## src/rtl/jtdsp16_pkg.sv

```systemverilog
`default_nettype none
// ============================================================================
// Module      : jtdsp16_pkg
// Description : Shared definitions for the DSP16 data-RAM arbiter. Holds the
//               default RAM geometry, the default host wait budget and the
//               host-side sequencer state encoding.
// Revision    : 1.0 - initial release
// ============================================================================
package jtdsp16_pkg;

    localparam int C_AW       = 11;   // RAM address width
    localparam int C_DW       = 16;   // RAM data width
    localparam int C_MAX_WAIT = 8;    // host cycles lost before the core is stalled

    // Host transaction sequencer states.
    // S_ISSUE is the cycle the host owns the RAM port. It is the WAIT cycle
    // the host wins, so it is never held in the state register.
    typedef enum logic [2:0] {
        S_IDLE  = 3'd0,
        S_WAIT  = 3'd1,
        S_ISSUE = 3'd2,
        S_RD    = 3'd3,
        S_ACK   = 3'd4
    } host_state_t;

endpackage : jtdsp16_pkg
`default_nettype wire

```

## src/rtl/jtdsp16_ram_arb_if.sv

```systemverilog
`default_nettype none
// ============================================================================
// Module      : jtdsp16_ram_arb_if
// Description : Bundle of the core, host and RAM-macro signals of the DSP16
//               data-RAM arbiter.
//               slave  : the arbiter side (core/host requests in, RAM out)
//               master : the environment side (core, host and RAM macro)
// Ports       : core  ph1, core_rd, core_wr, core_addr, core_din,
//                     core_dout, core_stall
//               host  host_req, host_we, host_addr, host_din, host_dout,
//                     host_ack
//               ram   ram_addr, ram_we, ram_din, ram_dout
// Revision    : 1.0 - initial release
// ============================================================================
interface jtdsp16_ram_arb_if
#(
    parameter int AW = jtdsp16_pkg::C_AW,
    parameter int DW = jtdsp16_pkg::C_DW
);
    // Core (YAAU / datapath)
    logic          ph1;
    logic          core_rd;
    logic          core_wr;
    logic [AW-1:0] core_addr;
    logic [DW-1:0] core_din;
    logic [DW-1:0] core_dout;
    logic          core_stall;
    // Host (debug / DMA)
    logic          host_req;
    logic          host_we;
    logic [AW-1:0] host_addr;
    logic [DW-1:0] host_din;
    logic [DW-1:0] host_dout;
    logic          host_ack;
    // RAM macro
    logic [AW-1:0] ram_addr;
    logic          ram_we;
    logic [DW-1:0] ram_din;
    logic [DW-1:0] ram_dout;

    modport slave (
        input  ph1, core_rd, core_wr, core_addr, core_din,
        output core_dout, core_stall,
        input  host_req, host_we, host_addr, host_din,
        output host_dout, host_ack,
        output ram_addr, ram_we, ram_din,
        input  ram_dout
    );

    modport master (
        output ph1, core_rd, core_wr, core_addr, core_din,
        input  core_dout, core_stall,
        output host_req, host_we, host_addr, host_din,
        input  host_dout, host_ack,
        input  ram_addr, ram_we, ram_din,
        output ram_dout
    );

endinterface : jtdsp16_ram_arb_if
`default_nettype wire

```

## src/rtl/jtdsp16_ram_arb_fsm.sv

```systemverilog
`default_nettype none
// ============================================================================
// Module      : jtdsp16_ram_arb_fsm
// Description : Host transaction sequencer and wait counter of the DSP16
//               data-RAM arbiter. The host waits for a cycle with no core
//               slot; after MAX_WAIT lost cycles the core is frozen for one
//               cycle so the host can issue.
// Ports       : clk, rst_n      clock, synchronous active-low reset
//               host_req        host request level (sampled only in IDLE)
//               host_we         host write(1) / read(0)
//               core_slot       core owns the RAM this cycle
//               issue           host drives the RAM this cycle
//               capture         RAM read data for the host is valid now
//               host_ack        one-cycle completion pulse
//               core_stall      freeze request to the core sequencer
// Revision    : 1.0 - initial release
// ============================================================================
module jtdsp16_ram_arb_fsm
    import jtdsp16_pkg::*;
#(
    parameter int MAX_WAIT = C_MAX_WAIT
)(
    input  wire logic clk,
    input  wire logic rst_n,
    input  wire logic host_req,
    input  wire logic host_we,
    input  wire logic core_slot,
    output logic      issue,
    output logic      capture,
    output logic      host_ack,
    output logic      core_stall
);

    localparam int c_CW = $clog2(MAX_WAIT + 1);

    host_state_t     r_state;
    host_state_t     w_phase;
    logic [c_CW-1:0] r_wait_cnt;
    logic            r_capture;
    logic            r_ack;
    logic            r_stall;

    // A WAIT cycle without a core slot is the host issue cycle.
    always_comb begin
        w_phase = r_state;
        if (r_state == S_WAIT && !core_slot) begin
            w_phase = S_ISSUE;
        end
    end

    assign issue      = (w_phase == S_ISSUE);
    assign capture    = r_capture;
    assign host_ack   = r_ack;
    assign core_stall = r_stall;

    always_ff @(posedge clk) begin
        if (!rst_n) begin
            r_state    <= S_IDLE;
            r_wait_cnt <= '0;
            r_capture  <= 1'b0;
            r_ack      <= 1'b0;
            r_stall    <= 1'b0;
        end else begin
            r_capture <= 1'b0;
            r_ack     <= 1'b0;
            r_stall   <= 1'b0;
            case (w_phase)
                S_IDLE: begin
                    if (host_req) begin
                        r_state    <= S_WAIT;
                        r_wait_cnt <= '0;
                    end
                end
                S_WAIT: begin
                    // Only reached when the core took the slot. Once the
                    // budget is used up the stall removes the core slot in
                    // the next cycle, so the counter never passes MAX_WAIT.
                    r_wait_cnt <= r_wait_cnt + 1'b1;
                    if (r_wait_cnt == c_CW'(MAX_WAIT - 1)) begin
                        r_stall <= 1'b1;
                    end
                end
                S_ISSUE: begin
                    if (host_we) begin
                        r_state <= S_ACK;
                        r_ack   <= 1'b1;
                    end else begin
                        r_state   <= S_RD;
                        r_capture <= 1'b1;
                    end
                end
                S_RD: begin
                    r_state <= S_ACK;
                    r_ack   <= 1'b1;
                end
                S_ACK: begin
                    r_state <= S_IDLE;
                end
                default: begin
                    r_state <= S_IDLE;
                end
            endcase
        end
    end

endmodule : jtdsp16_ram_arb_fsm
`default_nettype wire

```

## src/rtl/jtdsp16_ram_arb.sv

```systemverilog
`default_nettype none
// ============================================================================
// Module      : jtdsp16_ram_arb
// Description : Arbiter for the single-port DSP16 data RAM (synchronous read,
//               1-cycle latency). The core (ph1-qualified loads/stores) has
//               priority; the host port gets the free cycles and stalls the
//               core for one cycle when it has waited too long.
// Ports       : clk    single clock
//               rst_n  synchronous active-low reset
//               bus    jtdsp16_ram_arb_if.slave: core, host and RAM signals
// Revision    : 1.0 - initial release
// ============================================================================
module jtdsp16_ram_arb
    import jtdsp16_pkg::*;
#(
    parameter int AW       = C_AW,
    parameter int DW       = C_DW,
    parameter int MAX_WAIT = C_MAX_WAIT
)(
    input  wire logic        clk,
    input  wire logic        rst_n,
    jtdsp16_ram_arb_if.slave bus
);

    logic          w_core_slot;
    logic          w_issue;
    logic          w_capture;
    logic          w_host_ack;
    logic          w_core_stall;
    logic [DW-1:0] r_host_dout;

    // A core request during a stall is dropped; the core sequencer retries.
    assign w_core_slot = bus.ph1 & (bus.core_rd | bus.core_wr) & ~w_core_stall;

    // The host issue cycle only exists without a core slot, so the mux
    // select alone decides who owns the port. rd&wr together is a write.
    assign bus.ram_addr = w_core_slot ? bus.core_addr : bus.host_addr;
    assign bus.ram_din  = w_core_slot ? bus.core_din  : bus.host_din;
    assign bus.ram_we   = rst_n & (w_core_slot ? bus.core_wr : (w_issue & bus.host_we));

    assign bus.core_dout  = bus.ram_dout;
    assign bus.core_stall = w_core_stall;
    assign bus.host_ack   = w_host_ack;
    assign bus.host_dout  = r_host_dout;

    always_ff @(posedge clk) begin
        if (!rst_n) begin
            r_host_dout <= '0;
        end else if (w_capture) begin
            r_host_dout <= bus.ram_dout;
        end
    end

    jtdsp16_ram_arb_fsm #(
        .MAX_WAIT   (MAX_WAIT)
    ) u_fsm (
        .clk        (clk),
        .rst_n      (rst_n),
        .host_req   (bus.host_req),
        .host_we    (bus.host_we),
        .core_slot  (w_core_slot),
        .issue      (w_issue),
        .capture    (w_capture),
        .host_ack   (w_host_ack),
        .core_stall (w_core_stall)
    );

endmodule : jtdsp16_ram_arb
`default_nettype wire
```

## src/flat_wrapper.sv

```systemverilog
// flat-port wrapper written by rule: the top's interface ports become plain ports
module jtdsp16_ram_arb_flat import jtdsp16_pkg::*;
#(
    parameter int AW       = C_AW,
    parameter int DW       = C_DW,
    parameter int MAX_WAIT = C_MAX_WAIT
)
  (clk, rst_n, bus_ph1, bus_core_rd, bus_core_wr, bus_core_addr, bus_core_din, bus_core_dout, bus_core_stall, bus_host_req, bus_host_we, bus_host_addr, bus_host_din, bus_host_dout, bus_host_ack, bus_ram_addr, bus_ram_we, bus_ram_din, bus_ram_dout);
  jtdsp16_ram_arb_if #(.AW(AW), .DW(DW)) bus_i ();
  input  wire logic clk;
  input  wire logic rst_n;
  input wire logic [$bits(bus_i.ph1)-1:0] bus_ph1;
  input wire logic [$bits(bus_i.core_rd)-1:0] bus_core_rd;
  input wire logic [$bits(bus_i.core_wr)-1:0] bus_core_wr;
  input wire logic [$bits(bus_i.core_addr)-1:0] bus_core_addr;
  input wire logic [$bits(bus_i.core_din)-1:0] bus_core_din;
  output wire logic [$bits(bus_i.core_dout)-1:0] bus_core_dout;
  output wire logic [$bits(bus_i.core_stall)-1:0] bus_core_stall;
  input wire logic [$bits(bus_i.host_req)-1:0] bus_host_req;
  input wire logic [$bits(bus_i.host_we)-1:0] bus_host_we;
  input wire logic [$bits(bus_i.host_addr)-1:0] bus_host_addr;
  input wire logic [$bits(bus_i.host_din)-1:0] bus_host_din;
  output wire logic [$bits(bus_i.host_dout)-1:0] bus_host_dout;
  output wire logic [$bits(bus_i.host_ack)-1:0] bus_host_ack;
  output wire logic [$bits(bus_i.ram_addr)-1:0] bus_ram_addr;
  output wire logic [$bits(bus_i.ram_we)-1:0] bus_ram_we;
  output wire logic [$bits(bus_i.ram_din)-1:0] bus_ram_din;
  input wire logic [$bits(bus_i.ram_dout)-1:0] bus_ram_dout;
  assign bus_i.ph1 = bus_ph1;
  assign bus_i.core_rd = bus_core_rd;
  assign bus_i.core_wr = bus_core_wr;
  assign bus_i.core_addr = bus_core_addr;
  assign bus_i.core_din = bus_core_din;
  assign bus_core_dout = bus_i.core_dout;
  assign bus_core_stall = bus_i.core_stall;
  assign bus_i.host_req = bus_host_req;
  assign bus_i.host_we = bus_host_we;
  assign bus_i.host_addr = bus_host_addr;
  assign bus_i.host_din = bus_host_din;
  assign bus_host_dout = bus_i.host_dout;
  assign bus_host_ack = bus_i.host_ack;
  assign bus_ram_addr = bus_i.ram_addr;
  assign bus_ram_we = bus_i.ram_we;
  assign bus_ram_din = bus_i.ram_din;
  assign bus_i.ram_dout = bus_ram_dout;
  jtdsp16_ram_arb #(.AW(AW), .DW(DW), .MAX_WAIT(MAX_WAIT)) u_core (.clk(clk), .rst_n(rst_n), .bus(bus_i));
endmodule
```

## config.mk

```make
export PLATFORM = sky130hd
export DESIGN_NAME = jtdsp16_ram_arb_flat
export DESIGN_NICKNAME = d
export VERILOG_FILES = /design/src/rtl/jtdsp16_pkg.sv /design/src/rtl/jtdsp16_ram_arb_if.sv /design/src/rtl/jtdsp16_ram_arb_fsm.sv /design/src/rtl/jtdsp16_ram_arb.sv /design/src/flat_wrapper.sv
export SDC_FILE = /design/constraint.sdc
export NUM_CORES = 1
export LEC_CHECK = 0
export CAP_MARGIN = 20
export CORE_ASPECT_RATIO = 0.7
export CORE_MARGIN = 10
export CORE_UTILIZATION = 31
export CTS_CLUSTER_SIZE = 8
export DETAILED_ROUTE_END_ITERATION = 10
export GPL_TIMING_DRIVEN = 0
export PLACE_DENSITY = 0.91
export SLEW_MARGIN = 20
export SYNTH_ARGS = -nofsm -noshare
export SYNTH_HDL_FRONTEND = slang
export SYNTH_SLANG_ARGS = --single-unit
```

## constraint.sdc

```tcl
create_clock -name clk -period 1.6 [get_ports clk]
set_input_delay 0.32 -clock clk [delete_from_list [all_inputs] [get_ports clk]]
set_output_delay 0.32 -clock clk [all_outputs]
set_load 0.005 [all_outputs]
```

==> run metrics, run 1 <==
status complete, but fails checks; global route hottest layer met2; Pins Over Slew Limit 0; final hold viol count 0; Layout area overhead 115%; maximum clock path buffer count 2; Worst EP required 1.28 ns; residual DRC count 0; final WL 7240 um; Ant. Diodes 0; area share of xor/xnor cells in the synthesized design 0.561%; Clock Latency Late Sink 0.27 ns; die width 105 um; Max-slew headroom 72.3%; root buffer cell clkbuf_8; first-pass GRT wire length 11,000 um; initial DRC count 72; grt met1 use 15.9%; dpl hpwl 5190 um; IO buf count 138; die footprint 8320 um^2; Worst Setup End Kind output pin; DRT antenna net count 0; WL/cell 19.4 um; total track usage 16.1%; CTS Hold Bufs 0; Worst-Margin Slew 0.416 ns; Hold/Removal Path Class in -> reg; Syn Nets 228; Clk network pwr share 20.7%; met2 usage 34.5%; Seq pwr share 38.1%; M3 GR Usage 2.58%; Sequential cell area 529 um^2; Final Critical Period 1.97 ns; LEAKAGE 0.00140 uW; I/O pins 139; # rows 21; vias in the first global route 1,886; Clk pin slew, worst setup/hold paths 0.09 ns; post-synthesis adder-cell area fraction 0.801%; H-tree levels 1; largest net degree at the start of global routing 14; Overflow after GRT 0; Vias/cell 4.62; max-cap violations 0; CP Launch Type flop; TritonCTS Buffers 3; Post-synth EDFFs 0; fmax 508 MHz; Simple-Gate Fraction of Synth Area 20.5%; post-synthesis sequential area ratio 33.3%; via count 1,723; Synth Area in Compound Gates 3.21%; Sw Pwr 446 uW; Worst Path Class, Setup reg -> out; clock skew 0.00467 ns; final net count 384; clock tree from TritonCTS done; Gate Count Post-Synth 150; Top FF cell, synth dfxtp_1; WP data arrival 1.65 ns; pwr dens 532 nW/um^2; Final Setup Violations 28; post-synth design cell area 1560 um^2; combinational power share 41.2%; main combinational cell family by area after synthesis multiplexers; async set or reset register ratio after synthesis 0%; gp weighted congestion 0.729; mux contribution to synthesized area 31.0%; Max IR drop VDD 367 uV; clock sink count 26; initial antenna violation count 0; multi-input logic area 998 um^2; Pint 1340 uW; period utilization 123%; layout cell share with drive strength beyond 1 34.5%; RSZ-0062 raised after global routing true; Worst Path Max Fanout 4; Core ar. 4830 um^2; Synth Register Bits 26; Avg Cell Area, Syn 10.4 um^2; total power 1790 uW; Synth warnings 0; Switching Share 25.0%; failing checks setup timing; fill cell count 341; Final Util 69.4%; Synth cell types 27; Initial Util 32.3%; die height 79.4 um; drt first pass iters 4; Final Worst Setup Slack -0.369 ns
## Yosys cell counts, drive strengths merged, types with 2 or more instances
master  number  area (um^2)
a21boi       3         22.5
buf         21          158
o21ai        2         10.0
nor2         2         15.0
and2         2         12.5
nand3b       4         30.0
mux2        27          304
nor4         2         33.8
clkbuf       2         7.51
nor2b       19          119
nand2b       5         38.8
dfxtp       26          521
nand2        6         22.5
mux2i       18          180
nor3         5         25.0
## flip-flops by register name, summed over array words and instances (netlist names)
name                     count
u_core.bus.host_dout        16
u_core.u_fsm.r_state         3
u_core.u_fsm.core_stall      1
u_core.u_fsm.r_wait_cnt      4
u_core.u_fsm.capture         1
u_core.u_fsm.host_ack        1
## cell families (layout without fill, tap and decap cells)
logic type,Yosys count,in the layout
xor gates and xnor gates,1,1
and+or+nand+nor,47,47
buffers and inverters,23,177
muxes,45,45
adders and majority gates,1,1
AOI/OAI and AO/OA,7,7
DFF,26,26
## worst paths after layout
check | from | endpoint | slack [ns] | depth (start not counted)
worst min-delay path | bus_host_we | u_core.u_fsm.r_state[1]$_SDFFE_PN0P_ | 0.46 | 2
worst max-delay path | u_core.u_fsm.core_stall$_SDFF_PN0_ | bus_ram_addr[8] | -0.37 | 7
worst max register to register | u_core.u_fsm.r_state[1]$_SDFFE_PN0P_ | u_core.u_fsm.r_wait_cnt[3]$_SDFFE_PN0P_ | 0.06 | 5
worst min register to register | u_core.u_fsm.r_wait_cnt[3]$_SDFFE_PN0P_ | u_core.u_fsm.core_stall$_SDFF_PN0_ | 0.47 | 1
## power by group through the flow
stage                     Clock (uW)  Sequential [uW]  Combinational (uW)
final                            370              680                 736
after global placement             0              694                 592
after global routing             399              682                 775
after floorplan                    0              694                 196
after detailed placement           0              696                 607
after CTS                        369              678                 729
## timing repair
item,4_1_cts,5_1_grt
gates cloned,2,0
setup buffers,12,1
setup endpoints to repair,44,28
resized for setup,206,6
pin swaps,2,1
## layer usage
metal  vias up  wire (um)  part of all wire, %
met4         0        116                  1.6
met2        66       4240                   59
met5         -          0                    0
met3        12        303                  4.2
li1        817          -                    -
met1       828       2570                   36
## critical path, stage by stage, from the launching register on
cell and delay (ns):
dfxtp_2 0.33, nand2b_4 0.14, nor2_4 0.14, buf_6 0.12
buf_6 0.11, buf_6 0.10, mux2_4 0.30, buf_6 0.12
## layout by cell type, fill, tap and decap left out, types with 2 or more instances in the layout
master           netlist  final
clkdlybuf4s50_1        0     89
buf_6                  2     36
mux2_4                 0     27
dfxtp_1               26     23
buf_4                 16     22
dlygate4sd2_1          0     19
mux2i_1               18     18
nor2b_1               19     18
nand2_1                6      6
nor3_1                 5      5
nand3b_1               4      4
nand2b_1               4      3
buf_2                  3      3
clkbuf_8               0      3
nand2b_4               1      2
nor2_4                 1      2
a21boi_1               3      2
and2_1                 2      2
clkdlybuf4s15_1        0      2
dfxtp_4                0      2
## metrics by stage
stage          TNS [ns]  worst slack [ns]  std cells  cell area (um^2)  hold WS, ns
6_report          -8.56            -0.369        373              3360        0.455
3_5_place_dp     -28.10            -0.969        357              3030        0.446
3_3_place_gp     -27.59            -0.974        357              3030        0.446
5_1_grt           -9.63            -0.404        373              3360        0.456
4_1_cts           -7.25            -0.336        373              3360        0.448
2_1_floorplan         0            0.0354        150              1560        0.399
## cell type report
cell class | instances | share of cell area, %
plain buffers | 22 | 5.11
clock buffers | 3 | 1.23
multi-input cells | 101 | 29.7
flip-flops and latches | 26 | 15.8
well taps | 69 | 2.57
repair buffers | 152 | 45.6
Note: power is estimated with default switching activity, not from simulation.
==> run 2, diff against run 1 <==
- CORE_UTILIZATION: 31 -> 32
- SYNTH_HIERARCHICAL: not set -> 1
==> run 2 against run 1 <==
  * Non-clock buffer count is 4 higher
  * Via count is 1.7% lower
  * The run still ends with setup timing left
  * Synthesized area is 5.6% higher
  * Synthesized cell count stayed put
  * Clock power is 49% higher
  * Register-to-register slack worse by 0.28 ns
  * Critical path depth stayed put
  * Largest cell class unchanged
  * Combinational power is 6.8% higher
  * Clock skew hardly changed
  * Global-route usage is 1.3 points lower
  * Sequential cell count stayed put
==> run metrics, run 2 <==
DRT antenna net count 0; Clk pin slew, worst setup/hold paths 0.09 ns; period utilization 124%; Vias/cell 4.48; Layout Cells excl Fill 378; Core ar. 4890 um^2; via count 1,693; LEAKAGE 0.00145 uW; first-pass GRT wire length 10,100 um; WP data arrival 1.66 ns; Max-slew headroom 69.3%; largest net degree at the start of global routing 16; Post-synth EDFFs 0; vias in the first global route 1,748; residual DRC count 0; failing checks setup timing; die footprint 8470 um^2; Synth warnings 6; commonest non-fill, non-tap cell in the layout clkdlybuf4s50_1; post-synth design cell area 1650 um^2; Synth top cells by count dfxtp_1 (26), mux2_4 (19), buf_4 (18), mux2i_1 (18), nor2b_1 (17); IO buf count 138; Cell Chain, Critical Path nand2b_4 > nor2_8 > buf_8 > buf_12 > buf_6 > mux2_4 > buf_6; Switching Share 23.6%; Worst Path Max Fanout 6; Inst Count DP 357; gp weighted congestion 0.819; clock skew 0.00449 ns; Pint 1540 uW; TritonCTS Buffers 3; worst hold margin 0.484 ns; status complete, but fails checks; async set or reset register ratio after synthesis 0%; Initial Util 33.7%; largest stage delay on the critical path 0.33 ns; Largest register FFs 16; Final Setup Violations 32; clock sink count 26; cell taking the most area after synthesis dfxtp_1; CP bufs+invs 4; Avg Cell Area, Syn 11.0 um^2; Synth cell types 30; Layout area overhead 111%; Pins Over Slew Limit 0; layout cell share with drive strength beyond 1 35.6%; I/O pins 139; Syn Nets 228; final hold viol count 0; Clock Latency Late Sink 0.27 ns; post-synthesis sequential area ratio 31.6%; commonest non-fill, non-tap cells in the layout clkdlybuf4s50_1 (91), buf_6 (35), mux2_4 (27); die height 80.1 um; Clk network pwr share 27.3%; max-cap violations 0; clock tree from TritonCTS done; Max IR drop VDD 396 uV; combinational power share 39.0%; CP Launch Type flop; maximum clock path buffer count 2; Sw Pwr 476 uW; Seq pwr share 33.7%; Synth Register Bits 26; Gate Count Post-Synth 150; Hold/Removal Path Class in -> reg; final net count 388; WL/cell 19.3 um; Top FF cell, synth dfxtp_1; Worst Setup End Kind output pin; drt first pass iters 4; CP max-delay cell dfxtp_2; dpl hpwl 5440 um; Worst EP required 1.28 ns; Worst-Margin Slew 0.459 ns; most area-consuming cells after synthesis dfxtp_1 (32%), mux2_4 (17%), mux2i_1 (11%), buf_4 (8.2%), nor2b_1 (6.4%); H-tree levels 1; Overflow after GRT 0; Synth top area share 31.6%; pwr dens 579 nW/um^2; initial antenna violation count 0; final WL 7290 um; Critical Path Most Common Cell buf_6; # rows 21; Final Worst Setup Slack -0.381 ns; most common cell in the netlist dfxtp_1; die width 106 um; root buffer cell clkbuf_8; Final Critical Period 1.98 ns; Ant. Diodes 0; total track usage 14.9%; cell family with most CP delay buffers and inverters; initial DRC count 66; Worst Path Class, Setup reg -> out; RSZ-0062 raised after global routing true; fmax 505 MHz
==> run 2: cell types whose count changed after synthesis, moves of 3 or more <==
cell	before	now
mux2_2	0	8
a21boi_1	3	0
mux2_1	27	0
mux2_4	0	19
a21oi_1	0	5
nand3b_1	4	0
==> run 2: layer usage <==
layer / global-route usage (%) / share of wire [%]
met1: 15.8 / 36
met2: 29.1 / 58
met3: 4.23 / 5.3
met4: 2.56 / 1.1
met5: 0 / 0
==> run 2: cells by family (layout without fill, tap and decap cells) <==
| group | count (synthesis) | count (layout) | share of synthesized area, % |
|---|---|---|---|
| mux | 45 | 45 | 33.7 |
| fa+ha+maj | 1 | 1 | 0.759 |
| compound gates | 13 | 13 | 5.99 |
| simple gates | 40 | 40 | 15.7 |
| flops | 26 | 26 | 31.6 |
| buf+inv | 25 | 184 | 12.3 |
==> run 2: final cells by class <==
cell class                      count  area [um^2]
Sequential cell                    26          522
Fill cell                         339         1410
Tap cell                           69         86.3
Inverter                            2         7.51
Timing Repair Buffer              155         1620
Buffer                             23          195
Clock buffer                        3         41.3
Multi-Input combinational cell     99          983
Clock inverter                      1         30.0
==> run 2: what timing repair did <==
item,CTS,global route
hold buffers,0,0
endpoints found under the setup margin,52,31
gates resized for setup,171,19
pin swaps,4,5
buffers inserted,15,4
==> run 2: final timing paths <==
kind / from / end / slack (ns) / cells past startpoint
setup / recovery: u_core/u_fsm/core_stall$_SDFF_PN0_ / bus_ram_din[4] / -0.38 / 7
hold / removal: bus_ram_dout[2] / u_core/bus.host_dout[2]$_SDFFE_PN0P_ / 0.48 / 3
setup reg to reg: u_core/u_fsm/core_stall$_SDFF_PN0_ / u_core/u_fsm/r_wait_cnt[2]$_SDFFE_PN0P_ / -0.22 / 9
hold reg to reg: u_core/u_fsm/r_wait_cnt[3]$_SDFFE_PN0P_ / u_core/u_fsm/core_stall$_SDFF_PN0_ / 0.50 / 1
==> run 2: power by group through the flow <==
stage	Clock, uW	Combinational (uW)	Sequential [uW]
2_1_floorplan	0	251	693
3_3_place_gp	0	661	693
3_5_place_dp	0	673	693
4_1_cts	547	737	678
5_1_grt	579	829	682
6_report	550	786	680
==> run 2: worst min-delay path, cell delays in order <==
cell	delay, ns
dlygate4sd2_1	0.23
mux2i_1	0.08
nor2b_1	0.10
==> run 2: stage by stage <==
| step | utilization [%] | setup TNS [ns] | area (um^2) | setup WS, ns | total power (uW) |
|---|---|---|---|---|---|
| after detailed placement | 63.8 | -28.65 | 3120 | -1.09 | 1370 |
| after floorplan | - | 0 | 1650 | 0.00153 | 944 |
| after global routing | 71.2 | -11.36 | 3480 | -0.429 | 2090 |
| final | 71.2 | -9.57 | 3480 | -0.381 | 2020 |
| after CTS | 68.9 | -8.76 | 3370 | -0.399 | 1960 |
| after global placement | 63.8 | -26.76 | 3120 | -1.03 | 1350 |
==> run 3, diff against run 2 <==
- CAP_MARGIN: 20 -> 0
- CORE_UTILIZATION: 32 -> 31
- SYNTH_HIERARCHICAL: 1 -> not set
==> results of run 3 <==
The final DEF is identical to that of run 1; final timing and power are the same.
